`src/rtl/profiler_snapshot_controller.sv`:
```
// profiler_snapshot_controller
//   Central scheduler for the profiler counter units. Gates the shared
//   profiler enable, issues one snapshot strobe per window, and streams each
//   snapshot out as a framed byte sequence:
//     0xA5, seq_num, NUM_COUNTERS x 4 bytes (counter 0 first, MSB first),
//     XOR checksum of all preceding frame bytes.
//
// Ports
//   clk_i / rst_i           : clock, synchronous active-high reset
//   cmd_start_i             : pulse, begin continuous session
//   cmd_single_i            : pulse, one window, one frame, then stop
//   cmd_stop_i              : pulse, end session (after current frame)
//   prof_enable_o           : profiler enable; low clears their counters
//   snapshot_strobe_o       : one-cycle pulse, profilers latch shadows
//   counter_sel_o           : shadow mux select
//   counter_data_i          : muxed shadow value, valid one cycle after sel
//   tx_data_o/tx_valid_o    : stream byte / valid
//   tx_ready_i              : sink accepts byte
//   busy_o                  : any state other than IDLE
//   overrun_o               : sticky, a window expired mid-frame
//   seq_num_o               : sequence number of the last frame started
module profiler_snapshot_controller #(
  parameter int NUM_COUNTERS  = 8,
  parameter int SEL_WIDTH     = 3,
  parameter int WINDOW_CYCLES = 200000000
) (
  input  logic                 clk,
  input  logic                 rst,
  input  logic                 cmd_start,
  input  logic                 cmd_single,
  input  logic                 cmd_stop,
  output logic                 prof_enable,
  output logic                 snapshot_strobe,
  output logic [SEL_WIDTH-1:0] counter_sel,
  input  logic [31:0]          counter_data,
  output logic [7:0]           tx_data,
  output logic                 tx_valid,
  input  logic                 tx_ready,
  output logic                 busy,
  output logic                 overrun,
  output logic [7:0]           seq_num
);

  localparam int TW = $clog2(WINDOW_CYCLES);
  localparam logic [TW-1:0]        T_LAST   = TW'(WINDOW_CYCLES - 1);
  localparam logic [SEL_WIDTH-1:0] SEL_LAST = SEL_WIDTH'(NUM_COUNTERS - 1);

  typedef enum logic [1:0] {S_IDLE, S_CLEAR, S_RUN, S_SEND} state_t;
  typedef enum logic [2:0] {F_HDR, F_SEQ, F_DATA, F_CSUM, F_DONE} fphase_t;

  state_t               state_q;
  fphase_t              fphase_q;
  logic [TW-1:0]        timer_q;
  logic [TW-1:0]        timer_d;
  logic                 timer_last;
  logic                 cont_q;
  logic                 stop_pend_q;
  logic                 strobe_q;
  logic [SEL_WIDTH-1:0] sel_q;
  logic [1:0]           byte_q;
  logic                 wait_q;
  logic                 adv_q;
  logic [7:0]           cs_q;
  logic [7:0]           tx_data_q;
  logic                 tx_valid_q;
  logic                 overrun_q;
  logic [7:0]           seq_q;
  logic [7:0]           cur_byte;

  always_comb begin
    timer_last = (timer_q == T_LAST);
    timer_d    = timer_last ? '0 : timer_q + TW'(1);
  end

  always_comb begin
    cur_byte = '0;
    case (byte_q)
      2'd0:    cur_byte = counter_data[31:24];
      2'd1:    cur_byte = counter_data[23:16];
      2'd2:    cur_byte = counter_data[15:8];
      default: cur_byte = counter_data[7:0];
    endcase
  end

  always_ff @(posedge clk) begin
    if (rst) begin
      state_q     <= S_IDLE;
      fphase_q    <= F_HDR;
      timer_q     <= '0;
      cont_q      <= 1'b0;
      stop_pend_q <= 1'b0;
      strobe_q    <= 1'b0;
      sel_q       <= '0;
      byte_q      <= '0;
      wait_q      <= 1'b0;
      adv_q       <= 1'b0;
      cs_q        <= '0;
      tx_data_q   <= '0;
      tx_valid_q  <= 1'b0;
      overrun_q   <= 1'b0;
      seq_q       <= '0;
    end else begin
      strobe_q <= 1'b0;
      case (state_q)
        S_IDLE: begin
          timer_q <= '0;
          if (!cmd_stop && (cmd_start || cmd_single)) begin
            state_q     <= S_CLEAR;
            cont_q      <= cmd_start;
            stop_pend_q <= 1'b0;
          end
        end

        S_CLEAR: begin
          timer_q   <= '0;
          overrun_q <= 1'b0;
          if (cmd_stop) stop_pend_q <= 1'b1;
          state_q <= S_RUN;
        end

        S_RUN: begin
          if (cmd_stop) begin
            state_q <= S_IDLE;
            timer_q <= '0;
          end else begin
            timer_q <= timer_d;
            if (timer_last) begin
              // Strobe shows in the first SEND cycle; wait_q holds off the
              // first load so the freshly latched shadows settle.
              strobe_q   <= 1'b1;
              seq_q      <= seq_q + 8'd1;
              sel_q      <= '0;
              fphase_q   <= F_HDR;
              byte_q     <= '0;
              cs_q       <= '0;
              wait_q     <= 1'b1;
              adv_q      <= 1'b0;
              tx_valid_q <= 1'b0;
              state_q    <= S_SEND;
            end
          end
        end

        S_SEND: begin
          timer_q <= timer_d;
          if (timer_last) overrun_q <= 1'b1;
          if (cmd_stop) stop_pend_q <= 1'b1;
          // Output slot is free when empty or the current byte is taken.
          if (!tx_valid_q || tx_ready) begin
            if (adv_q) begin
              // Last byte of a counter accepted: move the mux, then idle
              // until the new value has propagated.
              sel_q      <= sel_q + SEL_WIDTH'(1);
              adv_q      <= 1'b0;
              wait_q     <= 1'b1;
              tx_valid_q <= 1'b0;
            end else if (wait_q) begin
              wait_q     <= 1'b0;
              tx_valid_q <= 1'b0;
            end else begin
              case (fphase_q)
                F_HDR: begin
                  tx_data_q  <= 8'hA5;
                  tx_valid_q <= 1'b1;
                  cs_q       <= 8'hA5;
                  fphase_q   <= F_SEQ;
                end
                F_SEQ: begin
                  tx_data_q  <= seq_q;
                  tx_valid_q <= 1'b1;
                  cs_q       <= cs_q ^ seq_q;
                  byte_q     <= '0;
                  fphase_q   <= F_DATA;
                end
                F_DATA: begin
                  tx_data_q  <= cur_byte;
                  tx_valid_q <= 1'b1;
                  cs_q       <= cs_q ^ cur_byte;
                  byte_q     <= byte_q + 2'd1;
                  if (byte_q == 2'd3) begin
                    if (sel_q == SEL_LAST) fphase_q <= F_CSUM;
                    else                   adv_q    <= 1'b1;
                  end
                end
                F_CSUM: begin
                  tx_data_q  <= cs_q;
                  tx_valid_q <= 1'b1;
                  fphase_q   <= F_DONE;
                end
                default: begin
                  tx_valid_q <= 1'b0;
                  sel_q      <= '0;
                  if (cont_q && !stop_pend_q && !cmd_stop) state_q <= S_RUN;
                  else                                     state_q <= S_IDLE;
                end
              endcase
            end
          end
        end

        default: state_q <= S_IDLE;
      endcase
    end
  end

  assign prof_enable     = (state_q == S_RUN) || (state_q == S_SEND);
  assign busy            = (state_q != S_IDLE);
  assign snapshot_strobe = strobe_q;
  assign counter_sel     = sel_q;
  assign tx_data         = tx_data_q;
  assign tx_valid        = tx_valid_q;
  assign overrun         = overrun_q;
  assign seq_num         = seq_q;

endmodule
```
`config.mk`:
```
export PLATFORM = sky130hd
export DESIGN_NAME = profiler_snapshot_controller
export DESIGN_NICKNAME = d
export VERILOG_FILES = /design/src/rtl/profiler_snapshot_controller.sv
export SDC_FILE = /design/constraint.sdc
export NUM_CORES = 1
export LEC_CHECK = 0
export CORE_MARGIN = 8
export CORE_UTILIZATION = 53
export CTS_CLUSTER_SIZE = 14
export DETAILED_ROUTE_END_ITERATION = 8
export PLACE_DENSITY = 0.91
export RECOVER_POWER = 25
export SYNTH_ARGS = -nofsm -noshare
export SYNTH_HDL_FRONTEND = slang
export SYNTH_SLANG_ARGS = --single-unit
```
`constraint.sdc`:
```
create_clock -name clk -period 3.43 [get_ports clk]
set_input_delay 0.5145 -clock clk [delete_from_list [all_inputs] [get_ports clk]]
set_output_delay 0.5145 -clock clk [all_outputs]
set_load 0.01 [all_outputs]
```
; ---- After elaboration in Yosys (flattened, before gate mapping)
; Index checks and enable logic that the tools add are counted.
[word_totals]
output_inout_bits = 24
wordCells = 151
register_bits = 69
memories = 0
romBits = 0
latchBits = 0
ramBits = 0
[op_classes]
n_eq_ne = 28
n_shift = 0
add_sub_neg = 4
n_div = 0
n_bitwise = 6
n_mux = 66
n_reduce_logical = 32
multipliers = 0
magnitude_cmp = 0
[ops]
columns = cell, n
row1 = case mux 28 bit (3 select lines), 1
row2 = 2-to-1 mux 28 bit, 2
row3 = case mux 8 bit (3 select lines), 2
row4 = 2-to-1 mux 8 bit, 5
row5 = 2-to-1 mux 3 bit, 11
row6 = case mux 8 bit (4 select lines), 1
row7 = adder 28 x 1 -> 28 bit (second input constant), 1
row8 = equality test 28 bit (second input constant), 1
row9 = 2-to-1 mux 2 bit, 13
row10 = 2-to-1 mux 1 bit, 19
row11 = inequality test 2 bit (second input constant), 8
row12 = case mux 8 bit (2 select lines), 1
row13 = XOR 8 bit, 2
row14 = inequality test 3 bit (second input constant), 5
row15 = AND reduction 7 bit, 2
row16 = case mux 3 bit (2 select lines), 2
row17 = case mux 3 bit (4 select lines), 1
row18 = AND reduction 6 bit, 2
row19 = case mux 1 bit (2 select lines), 5
row20 = AND reduction 9 bit, 1
row21 = adder 8 x 1 -> 8 bit (second input constant), 1
row22 = equality test 2 bit (second input constant), 4
row23 = case mux 2 bit (2 select lines), 2
row24 = case mux 2 bit (4 select lines), 1
row25 = 25 further kinds, 43

; ---- Depth between registers and ports, before layout
[logic_depth]
ltp_word = 9
ltp_mapped = 8
ltp_nobuf = 7

; ---- Least setup slack after synthesis
; No wires, ideal clock.
[synth_timing]
kind = flip-flop to flip-flop
start = register timer_q[9]
end = register seq_q[7] (netlist: seq_num[7])
arrival_time_ns = 2.308
path_stages_with_launch = 7
n_path_buf = 1
setup_slack_ns = 1.008
path_cell_list = dfxtp_1 or4b_1 or4_4 or3_1 clkbuf_2 o31a_1 o21a_1
[synth_between]
elab_chain_len = 2
[synth_lines]
columns = item, line_no
row1 = "start, declared", 53  ; logic [TW-1:0] timer_q;
row2 = "start signal, assigned", 126  ; timer_q <= timer_d;
row3 = "start signal, assigned", 145  ; timer_q <= timer_d;
row4 = equality test 28 bit, 71  ; timer_last = (timer_q == T_LAST);
row5 = AND reduction 3 bit (no source line), --
row6 = "end signal, assigned", 131  ; seq_q <= seq_q + 8'd1;
row7 = "end, declared", 67  ; logic [7:0] seq_q;
; No other way between the ends.
; A chain may end at the register's enable or synchronous reset.

; ---- Final worst setup path
[layout_timing]
start = register timer_q[9]
end = register cs_q[6]
[layout_between]
elab_chain_len = 3
[layout_lines]
columns = item, line_no
row1 = equality test 28 bit, 71
row2 = inequality test 2 bit (no source line), --
row3 = AND reduction 7 bit (no source line), --
row4 = "end signal, assigned", 171  ; cs_q <= cs_q ^ seq_q;
row5 = "end signal, assigned", 178  ; cs_q <= cs_q ^ cur_byte;
row6 = "end, declared", 63  ; logic [7:0] cs_q;
; No other way between the ends.

==> results.sh <==
export IMPL_hold_violations=0
export IMPL_fillers=532
export IMPL_cts_made_buffers=9
export IMPL_grt_use_total=0.2002
export IMPL_io_buffer_count=61
export IMPL_grt_overflow_total=0
export IMPL_vias_per_cell=6.073
export IMPL_synthTopCellsByCount="dfxtp_1 (69), nor2_1 (66), nand2_1 (42)"
export IMPL_io_pins=62
export IMPL_grt_pass1_wl_mm=15.95
export IMPL_use_met2=0.3483
export IMPL_dp_hpwl_mm=7.125
export IMPL_skew_ps=13.63
export IMPL_ir_drop_mv=0.2700
export IMPL_use_met3=0.04267
export IMPL_die_h_um=98.17
export IMPL_drv_slew=0
export IMPL_synth_area_leaders="dfxtp_1 (39%), nor2_1 (6.9%), xor2_1 (4.7%)"
export IMPL_dpl_cell_area_sq_um=4223
export IMPL_leakage_nw=1.618
export IMPL_cp_start_kind="register"
export IMPL_synth_ff_type="dfxtp_1"
export IMPL_top_usage_layer="met2"
export IMPL_cp_max_fo=8
export IMPL_rsz0062_at_grt="no"
export IMPL_yosysTopAreaCell="dfxtp_1"
export IMPL_dp_slack_ps=798.2
export IMPL_yosysMostFrequentCell="dfxtp_1"
export IMPL_htreeDepth=3
export IMPL_grt_max_degree=29
export IMPL_drc=0
export IMPL_hp_class="register to register"
export IMPL_path_class="register to register"
export IMPL_fmax_mhz=372.3
export IMPL_status="finished, final reports clean"
export IMPL_drt_wirelength_per_cell_um=16.67
export IMPL_clock_tree_root_cell="clkbuf_8"
export IMPL_slew_headroom=0.5011
export IMPL_gp_congestion=0.9424
export IMPL_clkTransAtPathRegs_ps=80
export IMPL_drive_gt1_frac=0.04941
export IMPL_drv_cap=0
export IMPL_p_total_mw=1.575
export IMPL_synthCells=449
export IMPL_ys_seq_elements=69
export IMPL_worst_slack_ps=744.1
export IMPL_yosysSeqAreaShare=0.3860
export IMPL_cts_repair_resized=0
export IMPL_tritoncts="built"
export IMPL_final_cell_area_sq_um=4419
export IMPL_area_growth_pct=23.50
export IMPL_drt_iter0_markers=294
export IMPL_layout_cells_non_filler=586
export IMPL_synth_fp_nets=495
export IMPL_end_kind="register"
export IMPL_clock_latency_ps=350
export IMPL_finalSetupViolations=0
export IMPL_worst_slew_pin_slew_ps=742.6
export IMPL_synth_avg_cell_area_sq_um=7.970
export IMPL_hold_buffers=0
export IMPL_grt_util_met1=0.2232
export IMPL_grt_pass1_vias=3533
export IMPL_via_count=3559
export IMPL_crit_arrival_ps=2930
export IMPL_clk_path_buf_depth=2
export IMPL_nNetsFinal=547
export IMPL_final_util=0.6614
export IMPL_post_cts_setup_buffers=0
export IMPL_totalWireLength_mm=9.767
export IMPL_cellPowerDensity_nw_per_um2=356.4
export IMPL_finalSetupTns_ps=0
export IMPL_clock_sinks=69
export IMPL_fin_crit_sh=0.7831
export IMPL_crit_required_ps=3670
export IMPL_antenna_cells=0
export IMPL_syn_area_sq_um=3578
export IMPL_min_period_ps=2686
export IMPL_r2r_slack_ps=740
export IMPL_synth_top_area_share=0.3860
export IMPL_first_pass_iters=5
export IMPL_ant_nets=0
export IMPL_die_area_sq_um=9637
export IMPL_start_util=0.5356
export IMPL_synth_edf_count=0
export IMPL_num_rows=30
export IMPL_ys_types=46
export IMPL_synth_warnings=0
export IMPL_whs_ps=468.3
export IMPL_antenna_found_initial=0
export IMPL_dp_cells=570
export IMPL_ys_async_sr_fraction=0
export IMPL_fp_coreArea_sq_um=6681
export IMPL_dieWidth_um=98.17
[cells by family (layout without fill, tap and decap cells)]
group,count (synthesis),in the layout,synth area share
AO/OA/AOI/OAI,89,89,0.1731
adder cells (fa/ha/maj),8,8,0.02797
AND/OR/NAND/NOR,206,206,0.2787
XOR/XNOR,27,27,0.06608
flip-flops,69,69,0.3860
multiplexers,8,8,0.02238
buffers and inverters,42,99,0.04580
[per-layer routing]
layer	vias up	wire length, um
met5	-	0
met4	0	286
met3	27	855
met2	185	4704
met1	1640	3920
li1	1707	-
[cells in the final DEF, fill, tap and decap left out, drive strengths merged, types with 5 or more instances in the layout]
cell	netlist	final
a21o	5	5
or3	9	9
nor2b	8	8
clkbuf	20	9
a22oi	9	9
o21ai	12	12
and3	6	6
a211o	8	8
a21oi	24	24
nor4	6	6
xnor2	8	8
dlygate4sd3	0	18
ha	8	8
nor3	14	14
nand2	42	42
clkdlybuf4s50	0	43
inv	18	18
nand3	29	29
nand2b	5	5
a222oi	8	8
nand4	9	9
nor2	66	66
dfxtp	69	69
xor2	19	19
mux2i	8	8
[sequential cells by signal (all words and copies together) (netlist names), 2 cells and up]
register     flops
timer_q         28
seq_num          8
state_q          2
tx_data          8
cs_q             8
byte_q           2
counter_sel      3
fphase_q         3
[final cells by class]
| cell class | count | area [sq um] | share of cell area |
|---|---|---|---|
| clock inverters | 7 | 76.32 | 0.01727 |
| repair buffers | 65 | 640.6 | 0.1450 |
| multi-input cells | 338 | 2029 | 0.4592 |
| inverters | 18 | 67.56 | 0.01529 |
| clock buffers | 9 | 123.9 | 0.02803 |
| flip-flops and latches | 69 | 1381 | 0.3126 |
| well taps | 80 | 100.1 | 0.02265 |
[worst max-delay path, stage by stage (launching register included)]
cell and delay (ps):
dfxtp_1 350, or4b_1 500, or4_1 600, nor3_2 560
a211oi_1 220, a211o_1 360
[report_power, final]
group | total (mW) | leakage (nW) | internal, mW | switching (mW)
logic | 0.0975 | 0.966 | 0.0571 | 0.0404
clock network | 0.664 | 0.0954 | 0.338 | 0.327
registers | 0.813 | 0.556 | 0.806 | 0.00748
[final timing paths]
| check | from | endpoint | cells past startpoint |
|---|---|---|---|
| setup / recovery | timer_q[9] | cs_q[6] | 5 |
| setup reg to reg | timer_q[9] | cs_q[6] | 5 |
| hold / removal | timer_q[0] | timer_q[0] | 1 |
| hold reg to reg | timer_q[0] | timer_q[0] | 1 |
Note: power is estimated with default switching activity, not from simulation.
